`src/rtl/cpu_pkg.sv`:
```
// Shared definitions for the multicycle CPU core: opcodes, FSM states, flag bit positions.
package cpu_pkg;

    typedef enum logic [1:0] {
        FETCH = 2'd0,
        EXEC  = 2'd1,
        HALT  = 2'd2
    } state_e;

    localparam logic [7:0] OP_NOP = 8'h00;
    localparam logic [7:0] OP_LDI = 8'h01;
    localparam logic [7:0] OP_ADD = 8'h02;
    localparam logic [7:0] OP_SUB = 8'h03;
    localparam logic [7:0] OP_AND = 8'h04;
    localparam logic [7:0] OP_OR  = 8'h05;
    localparam logic [7:0] OP_XOR = 8'h06;
    localparam logic [7:0] OP_SHL = 8'h07;
    localparam logic [7:0] OP_SHR = 8'h08;
    localparam logic [7:0] OP_JMP = 8'h09;
    localparam logic [7:0] OP_JZ  = 8'h0A;
    localparam logic [7:0] OP_JC  = 8'h0B;
    localparam logic [7:0] OP_OUT = 8'h0C;
    localparam logic [7:0] OP_HLT = 8'hFF;

    localparam int FLAG_Z = 0;
    localparam int FLAG_C = 1;
    localparam int FLAG_N = 2;
    localparam int FLAG_V = 3;

endpackage

```
`src/rtl/cpu_regfile.sv`:
```
// Register file: one write port, two combinational read ports, cleared by reset.
module cpu_regfile #(
    parameter int DATA_W = 8,
    parameter int NREGS  = 4,
    localparam int IDX_W = $clog2(NREGS)
) (
    input  logic              clk,
    input  logic              rst_n,
    input  logic              we,
    input  logic [IDX_W-1:0]  waddr,
    input  logic [DATA_W-1:0] wdata,
    input  logic [IDX_W-1:0]  raddr_a,
    input  logic [IDX_W-1:0]  raddr_b,
    output logic [DATA_W-1:0] rdata_a,
    output logic [DATA_W-1:0] rdata_b
);

    logic [DATA_W-1:0] mem_q [NREGS];
    logic [DATA_W-1:0] mem_d [NREGS];

    assign rdata_a = mem_q[raddr_a];
    assign rdata_b = mem_q[raddr_b];

    // Next register contents: hold everything, overwrite the addressed entry on a write.
    always_comb begin
        // NOTE: start from the held value so every path assigns mem_d and no latch is inferred.
        mem_d = mem_q;
        if (we) begin
            mem_d[waddr] = wdata;
        end
    end

    // Register storage with asynchronous clear.
    always_ff @(posedge clk or negedge rst_n) begin
        if (!rst_n) begin
            // NOTE: the architectural registers must read 0 after reset, so this small array is reset explicitly.
            for (int i = 0; i < NREGS; i++) begin
                mem_q[i] <= '0;
            end
        end else begin
            // NOTE: non-blocking assignment keeps all flops updating together at the clock edge.
            mem_q <= mem_d;
        end
    end

endmodule

```
`src/rtl/cpu_core_mc.sv`:
```
// Multicycle CPU core: FETCH over a req/valid handshake, single-cycle EXEC, HALT until reset.
module cpu_core_mc
    import cpu_pkg::*;
#(
    parameter int          DATA_W   = 8,
    parameter int          ADDR_W   = 6,
    parameter int          NREGS    = 4,
    parameter int unsigned RESET_PC = 0
) (
    input  logic                  clk,
    input  logic                  rst,
    output logic                  imem_req,
    output logic [ADDR_W-1:0]     imem_addr,
    input  logic                  imem_valid,
    input  logic [8+2*DATA_W-1:0] imem_rdata,
    output logic [DATA_W-1:0]     out_data,
    output logic                  out_valid,
    output logic [7:0]            flags,
    output logic                  halted,
    output logic                  error,
    output logic [15:0]           retired
);

    localparam int IW    = 8 + 2 * DATA_W;
    localparam int IDX_W = $clog2(NREGS);

    state_e            state_q, state_d;
    logic [ADDR_W-1:0] pc_q, pc_d;
    logic [7:0]        ir_q, ir_d;
    logic [DATA_W-1:0] op1_q, op1_d;
    logic [DATA_W-1:0] op2_q, op2_d;
    logic [3:0]        flags_q, flags_d;
    logic [DATA_W-1:0] out_data_q, out_data_d;
    logic              out_valid_q, out_valid_d;
    logic              req_q, req_d;
    logic              halted_q, halted_d;
    logic              error_q, error_d;
    logic [15:0]       retired_q, retired_d;

    logic [IDX_W-1:0]  rd_idx, rs_idx;
    logic [DATA_W-1:0] rd_val, rs_val;
    logic              rf_we;
    logic [DATA_W-1:0] rf_wdata;
    logic [ADDR_W-1:0] jump_tgt;

    logic [DATA_W:0]   sum, diff;
    logic [DATA_W-1:0] alu_res;
    logic              alu_c, alu_v, alu_op;

    // Register indices use only the low bits of the operand fields.
    assign rd_idx   = IDX_W'(op1_q);
    assign rs_idx   = IDX_W'(op2_q);
    assign jump_tgt = ADDR_W'(op1_q);

    cpu_regfile #(
        .DATA_W (DATA_W),
        .NREGS  (NREGS)
    ) u_regfile (
        .clk     (clk),
        .rst_n   (rst),
        .we      (rf_we),
        .waddr   (rd_idx),
        .wdata   (rf_wdata),
        .raddr_a (rd_idx),
        .raddr_b (rs_idx),
        .rdata_a (rd_val),
        .rdata_b (rs_val)
    );

    // ALU: result, carry/borrow and signed overflow for the flag-setting opcodes.
    always_comb begin
        sum     = {1'b0, rd_val} + {1'b0, rs_val};
        diff    = {1'b0, rd_val} - {1'b0, rs_val};
        alu_res = '0;
        alu_c   = 1'b0;
        alu_v   = 1'b0;
        alu_op  = 1'b1;
        case (ir_q)
            OP_ADD: begin
                alu_res = sum[DATA_W-1:0];
                alu_c   = sum[DATA_W];
                alu_v   = (rd_val[DATA_W-1] == rs_val[DATA_W-1]) &&
                          (alu_res[DATA_W-1] != rd_val[DATA_W-1]);
            end
            OP_SUB: begin
                alu_res = diff[DATA_W-1:0];
                alu_c   = diff[DATA_W];
                alu_v   = (rd_val[DATA_W-1] != rs_val[DATA_W-1]) &&
                          (alu_res[DATA_W-1] != rd_val[DATA_W-1]);
            end
            OP_AND: alu_res = rd_val & rs_val;
            OP_OR:  alu_res = rd_val | rs_val;
            OP_XOR: alu_res = rd_val ^ rs_val;
            OP_SHL: begin
                alu_res = {rd_val[DATA_W-2:0], 1'b0};
                alu_c   = rd_val[DATA_W-1];
            end
            OP_SHR: begin
                alu_res = {1'b0, rd_val[DATA_W-1:1]};
                alu_c   = rd_val[0];
            end
            default: alu_op = 1'b0;
        endcase
    end

    // Next-state logic for the FETCH/EXEC/HALT sequencer and all architectural state.
    always_comb begin
        state_d     = state_q;
        pc_d        = pc_q;
        ir_d        = ir_q;
        op1_d       = op1_q;
        op2_d       = op2_q;
        flags_d     = flags_q;
        out_data_d  = out_data_q;
        out_valid_d = 1'b0;
        req_d       = req_q;
        halted_d    = halted_q;
        error_d     = error_q;
        retired_d   = retired_q;
        rf_we       = 1'b0;
        rf_wdata    = alu_res;

        case (state_q)
            FETCH: begin
                if (!req_q) begin
                    req_d = 1'b1;
                end else if (imem_valid) begin
                    ir_d    = imem_rdata[IW-1 -: 8];
                    op1_d   = imem_rdata[2*DATA_W-1 -: DATA_W];
                    op2_d   = imem_rdata[DATA_W-1:0];
                    pc_d    = pc_q + ADDR_W'(1);
                    req_d   = 1'b0;
                    state_d = EXEC;
                end
            end
            EXEC: begin
                state_d   = FETCH;
                req_d     = 1'b1;
                retired_d = retired_q + 16'd1;
                if (alu_op) begin
                    rf_we           = 1'b1;
                    flags_d[FLAG_Z] = (alu_res == '0);
                    flags_d[FLAG_C] = alu_c;
                    flags_d[FLAG_N] = alu_res[DATA_W-1];
                    flags_d[FLAG_V] = alu_v;
                end else begin
                    case (ir_q)
                        OP_NOP: ;
                        OP_LDI: begin
                            rf_we    = 1'b1;
                            rf_wdata = op2_q;
                        end
                        OP_JMP: pc_d = jump_tgt;
                        OP_JZ:  if (flags_q[FLAG_Z]) pc_d = jump_tgt;
                        OP_JC:  if (flags_q[FLAG_C]) pc_d = jump_tgt;
                        OP_OUT: begin
                            out_data_d  = rd_val;
                            out_valid_d = 1'b1;
                        end
                        OP_HLT: begin
                            state_d  = HALT;
                            req_d    = 1'b0;
                            halted_d = 1'b1;
                        end
                        default: begin
                            state_d   = HALT;
                            req_d     = 1'b0;
                            halted_d  = 1'b1;
                            error_d   = 1'b1;
                            retired_d = retired_q;
                        end
                    endcase
                end
            end
            default: begin
                req_d = 1'b0;
            end
        endcase
    end

    // Sequencer and architectural registers with asynchronous clear.
    always_ff @(posedge clk or negedge rst) begin
        if (!rst) begin
            state_q     <= FETCH;
            pc_q        <= ADDR_W'(RESET_PC);
            ir_q        <= '0;
            op1_q       <= '0;
            op2_q       <= '0;
            flags_q     <= '0;
            out_data_q  <= '0;
            out_valid_q <= 1'b0;
            req_q       <= 1'b0;
            halted_q    <= 1'b0;
            error_q     <= 1'b0;
            retired_q   <= '0;
        end else begin
            state_q     <= state_d;
            pc_q        <= pc_d;
            ir_q        <= ir_d;
            op1_q       <= op1_d;
            op2_q       <= op2_d;
            flags_q     <= flags_d;
            out_data_q  <= out_data_d;
            out_valid_q <= out_valid_d;
            req_q       <= req_d;
            halted_q    <= halted_d;
            error_q     <= error_d;
            retired_q   <= retired_d;
        end
    end

    assign imem_req  = req_q;
    assign imem_addr = pc_q;
    assign out_data  = out_data_q;
    assign out_valid = out_valid_q;
    assign flags     = {4'b0000, flags_q};
    assign halted    = halted_q;
    assign error     = error_q;
    assign retired   = retired_q;

endmodule

```
`config.mk`:
```
export PLATFORM = sky130hd
export DESIGN_NAME = cpu_core_mc
export DESIGN_NICKNAME = d
export VERILOG_FILES = /design/src/rtl/cpu_pkg.sv /design/src/rtl/cpu_regfile.sv /design/src/rtl/cpu_core_mc.sv
export SDC_FILE = /design/constraint.sdc
export NUM_CORES = 1
export LEC_CHECK = 0
export BUFFER_PORTS_ARGS = -buffer_cell sky130_fd_sc_hd__buf_2
export CELL_PAD_IN_SITES_DETAIL_PLACEMENT = 1
export CELL_PAD_IN_SITES_GLOBAL_PLACEMENT = 2
export CORE_MARGIN = 2
export CORE_UTILIZATION = 29
export CTS_BUF_LIST = sky130_fd_sc_hd__clkbuf_4 sky130_fd_sc_hd__clkbuf_8
export DETAILED_ROUTE_END_ITERATION = 16
export MAX_ROUTING_LAYER = met4
export PLACE_DENSITY_LB_ADDON = 0.1
export SKIP_CTS_REPAIR_TIMING = 1
export SKIP_LAST_GASP = 1
export SYNTH_ARGS = -nofsm -noshare
export SYNTH_HDL_FRONTEND = slang
export SYNTH_SLANG_ARGS = --single-unit
```
`constraint.sdc`:
```
create_clock -name clk -period 3.6 [get_ports clk]
set_input_delay 0.36 -clock clk [delete_from_list [all_inputs] [get_ports clk]]
set_output_delay 0.36 -clock clk [all_outputs]
set_load 0.1 [all_outputs]
```
-- Yosys cells after proc, flatten, opt, wreduce, memory -nomap -nowiden
Cells that the tools add are included.
- bits of input ports: 27
- register bits: 94
- equality and inequality tests: 24
- bitwise gates (word level): 8
- reduce and logical (&&, ||, !) cells: 19
- order comparisons: 3
- mux-type cells: 41
- $add $sub $neg: 4
- operator list (kind ; number):
    $mux W8 ; 8
    $pmux W8 S7 ; 1
    $eq A8 B4 Y1 const B ; 5
    $bmux W8 S2 ; 2
    $bwmux W32 ; 1
    $eq A8 B3 Y1 const B ; 4
    $mux W16 ; 2
    $mux W6 ; 5
    $pmux W6 S3 ; 1
    $add A16 B1 Y16 const B ; 1
    $demux W8 S2 ; 1
    $eq A8 B2 Y1 const B ; 2
    $logic_not A8 Y1 ; 2
    $reduce_and A3 Y1 ; 5
    $reduce_or A7 Y1 ; 2
    $pmux W6 S2 ; 1
    $mux W1 ; 11
    $add A8 B8 Y9 ; 1
    $sub A8 B8 Y9 ; 1
    $and A8 B8 Y8 ; 1
    $eq A8 B1 Y1 const B ; 1
    $eq A8 B8 Y1 const B ; 1
    $mux W2 ; 4
    $or A8 B8 Y8 ; 1
    21 further kinds ; 35

-- Logic depth before layout (Yosys ltp)
- word-level depth: 10
- mapped depth: 13
- mapped depth without buffers: 12

-- By module
A second synthesis with hierarchy kept.
- cells, all modules: 499
- area, all modules: 5683.0 µm²
- by module, submodules not included (module ; area each (µm²) ; times used ; cells each):
    cpu_core_mc ; 4092.7 ; 1 ; 411
    cpu_regfile ; 1590.3 ; 1 ; 88

-- Worst setup path after synthesis
Ideal clock, no wire load.
- path kind: register to register
- from: register op2_q[0]
- to: register flags_q[2]
- setup time: 126 ps
- stages on the path, launching flop included: 13
- setup slack: 93 ps
- path buffers: 2
- period minus slack after synthesis: 3507 ps
- arrival time: 3381 ps
- path through: dfrtp_1 > clkbuf_1 > mux4_2 > inv_1 > ha_1 > clkbuf_1 > and3_1 > a221o_1 > o41ai_1 > o2bb2ai_1 > mux2i_1 > nand2_1 > mux2_2
- cells in the longest elaborated chain, start to end: 6
- elaborated cells between the ends (all ways): 10
- classes of those cells: add/sub: 2; mux: 4; bitwise: 4
- ends and longest elaborated chain (item ; RTL line ; RTL):
    start: declaration ; cpu_core_mc.sv:31 ; logic [DATA_W-1:0] op2_q, op2_d;
    start signal: assignment ; cpu_core_mc.sv:201 ; op2_q <= op2_d;
    $not A2 Y3 (implied by the code) * ; cpu_regfile.sv:22 ; assign rdata_b = mem_q[raddr_b];
    $bmux W8 S2 * ; cpu_regfile.sv:22 ;
    $mux W8 (implied by the code) * (2 in series) ; cpu_regfile.sv:22 ;
    $sub A8 B8 Y9, or another cell as far along ; cpu_core_mc.sv:73 ; diff = {1'b0, rd_val} - {1'b0, rs_val};
    $pmux W8 S7 * ; cpu_core_mc.sv:78 ; case (ir_q)
    end signal: assignment ; cpu_core_mc.sv:202 ; flags_q <= flags_d;
    end: declaration ; cpu_core_mc.sv:32 ; logic [3:0] flags_q, flags_d;
Every way passes the cells marked *; elsewhere a longest branch is shown, timed or not. The select of a mux whose other input is x is not followed.
A chain may end at the register's enable or synchronous reset.

-- Worst setup path after layout
- from: register op1_q[0]
- to: register flags_q[0]
- cells in the longest elaborated chain, start to end: 7
- elaborated cells between the ends (all ways): 11
- classes of those cells: add/sub: 2; mux: 4; bitwise: 4; reduce/logical: 1
- ends and longest elaborated chain (item ; RTL line ; RTL):
    start: declaration ; cpu_core_mc.sv:30 ; logic [DATA_W-1:0] op1_q, op1_d;
    start signal: assignment ; cpu_core_mc.sv:200 ; op1_q <= op1_d;
    $not A2 Y3 (implied by the code) * ; cpu_regfile.sv:21 ; assign rdata_a = mem_q[raddr_a];
    $bmux W8 S2 * ; cpu_regfile.sv:21 ;
    $mux W8 (implied by the code) * (2 in series) ; cpu_regfile.sv:21 ;
    net rd_val[0] ; cpu_core_mc.sv:41 ; logic [DATA_W-1:0] rd_val, rs_val;
    $sub A8 B8 Y9, or another cell as far along ; cpu_core_mc.sv:73 ;
    $pmux W8 S7 * ; cpu_core_mc.sv:78 ;
    $logic_not A8 Y1 * ; cpu_core_mc.sv:142 ; flags_d[FLAG_Z] = (alu_res == '0);
The timed path passes the listed nets; every way through them passes the cells marked *. The select of a mux whose other input is x is not followed.

==> run metrics <==
Initial Utilization 29.48%; Yosys top cell by area dfrtp_1; Die Width 141.9 µm; DR top layer met4; crit-path leading delay family simple AND/OR/NAND/NOR gates; Static Leakage 3.030 nW; io pins 69; clk sinks 94; hpwl dp 12.26 mm; Worst Path Required 3.89 ns; max-cap violations 0; TritonCTS clock tree done; Peak VDD IR 0.2572 mV; CP peak stage delay 0.56 ns; Worst-Margin Slew 1.015 ns; GRT Residual Overflow 0; CTS H-tree depth 3; Final setup viols 0; Post-Synthesis Cells 535; final hold vios 0; all-layer global routing usage 17.77%; DRC Markers 0; crit-path cells mux4_2 > inv_1 > ha_1 > inv_1 > fa_1 > nor3b_2 > nor3_1 > buf_4 > o31a_1 > o221a_2 > o21ai_1 > or4_4 > o31ai_2; min Tclk post-route 3.503 ns; clk_lat worst skew 0.39 ns; Fin Hold WS 0.1303 ns; WL met1 7.653 mm; hold crit path type input port to asynchronous set/reset pin; Seq/Total Area, Yosys 42.65%; initial antenna violation count 0; worst rel slew slack 32.36%; Nets 689; Setup Crit Path Kind flop to flop; DR WL met2 7.917 mm; synth-to-layout area growth 20.12%; Syn Area/Cell 10.31 µm²; core box area 18710 µm²; Slowest cell on crit path or4_4; synth cell count leaders dfrtp_1, nand2_1, inv_1; GPL Wtd Cong 0.8421; number of synthesized flops with an enable pin 0; overall power 3.955 mW; Buffers & Inverters on Critical Path 3; antenna cells 0; WL met3 607 µm; CP Max Fanout 5; Die Y 141.9 µm; die area 20140 µm²; WL final 16.34 mm; unrepaired setup endpoints after global routing yes; Synth top area share 42.65%; Synth Flop Type dfrtp_1; most numerous cell in the Yosys netlist dfrtp_1; Yosys warnings 0; PwrDens 596.9 nW/µm²; DR WL/cell 18.74 µm; max-slew violations 0; Worst Path Arrival 3.80 ns; ANT nets after route 0; final design utilization 35.42%; CTS buffer count 9; vias in the first global route 4677; status complete, no violations; vias per cell 5.029; share of cells above drive strength 1 31.19%; FFs w/ async S/R, synth 100.0%; Final Skew 0.01568 ns; first-pass GRT wire length 26.47 mm; Pre-antenna DRT Iters 4; Max Freq 285.5 MHz; DR vias 4385; PortBufs 62; CTS max path bufs 2; period utilisation layout 97.30%; Yosys reg bits 94; critical path launch point type flop; clk slew on worst S/H paths 0.12 ns; root buffer cell clkbuf_8; Distinct cells, synth 69; Top cell by count, worst path inv_1; CP endpoint kind flop; DRT iter0 DRCs 147; synthesized area 5515 µm²; largest net degree at the start of global routing 78; # rows 50; largest cells by area after synthesis dfrtp_1, mux4_2, ha_1
[cell type report]
cell class / count / area [µm²]
Sequential cell: 94 / 2355
Clock buffer: 9 / 123.9
Tap cell: 234 / 292.8
Inverter: 37 / 138.9
Multi-Input combinational cell: 375 / 2918
Fill cell: 2150 / 12080
Timing Repair Buffer: 116 / 730.7
Clock inverter: 7 / 66.31
[layer usage]
metal  vias to the layer above  global-route usage [%]
met3                        14                   2.497
li1                       2096                       -
met5                         -                       -
met2                        82                   29.33
met4                         0                   4.526
met1                      2193                   23.14
[placed cells by master, fill, tap and decap left out, types with 6 or more instances in the layout]
| cell type | instances |
|---|---|
| inv_1 | 33 |
| and3_1 | 7 |
| nor2_1 | 30 |
| buf_2 | 61 |
| mux2_2 | 22 |
| nand4_1 | 8 |
| mux2i_1 | 7 |
| nand3_1 | 9 |
| xnor2_1 | 14 |
| ha_1 | 27 |
| nand2_1 | 58 |
| dfrtp_1 | 92 |
| clkbuf_8 | 9 |
| nor3_1 | 9 |
| mux4_2 | 21 |
| buf_4 | 54 |
| o21ai_0 | 12 |
| nor2b_1 | 6 |
| o21ai_1 | 32 |
| a21oi_1 | 24 |
[through the flow]
step | area [µm²] | worst slack [ns] | cells | setup TNS, ns
2_1_floorplan | 5527 | 0.09265 | 538 | 0
4_1_cts | 6564 | -0.1350 | 869 | -0.1388
3_5_place_dp | 6374 | -0.08745 | 853 | -0.08745
5_1_grt | 6625 | -0.1324 | 872 | -0.1512
6_report | 6625 | 0.09733 | 872 | 0
3_3_place_gp | 6374 | -0.02020 | 853 | -0.02020
[worst reg2reg max path, stage by stage, from the launching register on]
cell	delay [ns]
dfrtp_2	0.48
mux4_2	0.55
inv_1	0.10
ha_1	0.19
inv_1	0.06
fa_1	0.40
nor3b_2	0.17
nor3_1	0.17
buf_4	0.15
o31a_1	0.15
o221a_2	0.19
o21ai_1	0.07
or4_4	0.56
o31ai_2	0.18
[worst paths after layout]
| path | slack [ns] | from | endpoint | cells after the start |
|---|---|---|---|---|
| worst max-delay path | 0.1 | op1_q[0] | flags_q[0] | 13 |
| worst min-delay path | 0.13 | rst | out_data[3] | 1 |
| worst max register to register | 0.1 | op1_q[0] | flags_q[0] | 13 |
| worst min register to register | 0.48 | retired[15] | retired[15] | 1 |
| max in group asynchronous | 2.57 | rst | op1_q[0] | 2 |
| min in group clk | 0.18 | imem_rdata[19] | ir_q[3] | 3 |
[flip-flops by register name (all words and copies together), names as in the netlist]
| register | flops |
|---|---|
| u_regfile.mem_q | 32 |
| retired | 16 |
| ir_q | 8 |
| op2_q | 8 |
| out_data | 8 |
| imem_addr | 6 |
| op1_q | 6 |
| flags_q | 4 |
| state_q | 2 |
| error | 1 |
| halted | 1 |
| imem_req | 1 |
| out_valid | 1 |
[power breakdown]
part	internal [mW]	switching, mW
combinational	0.637	1.08
sequential	1.27	0.250
clock	0.267	0.449
total	2.17	1.78
[kinds of logic after synthesis]
logic type / after synthesis / synth area share (%)
flops: 94 / 42.65
compound gates: 121 / 14.22
buf+inv: 69 / 5.399
simple gates: 152 / 13.45
other cells: 1 / 0.06799
fa+ha+maj: 29 / 6.851
mux: 50 / 14.34
xor+xnor: 19 / 3.017
(Power assumes the default switching activity.)
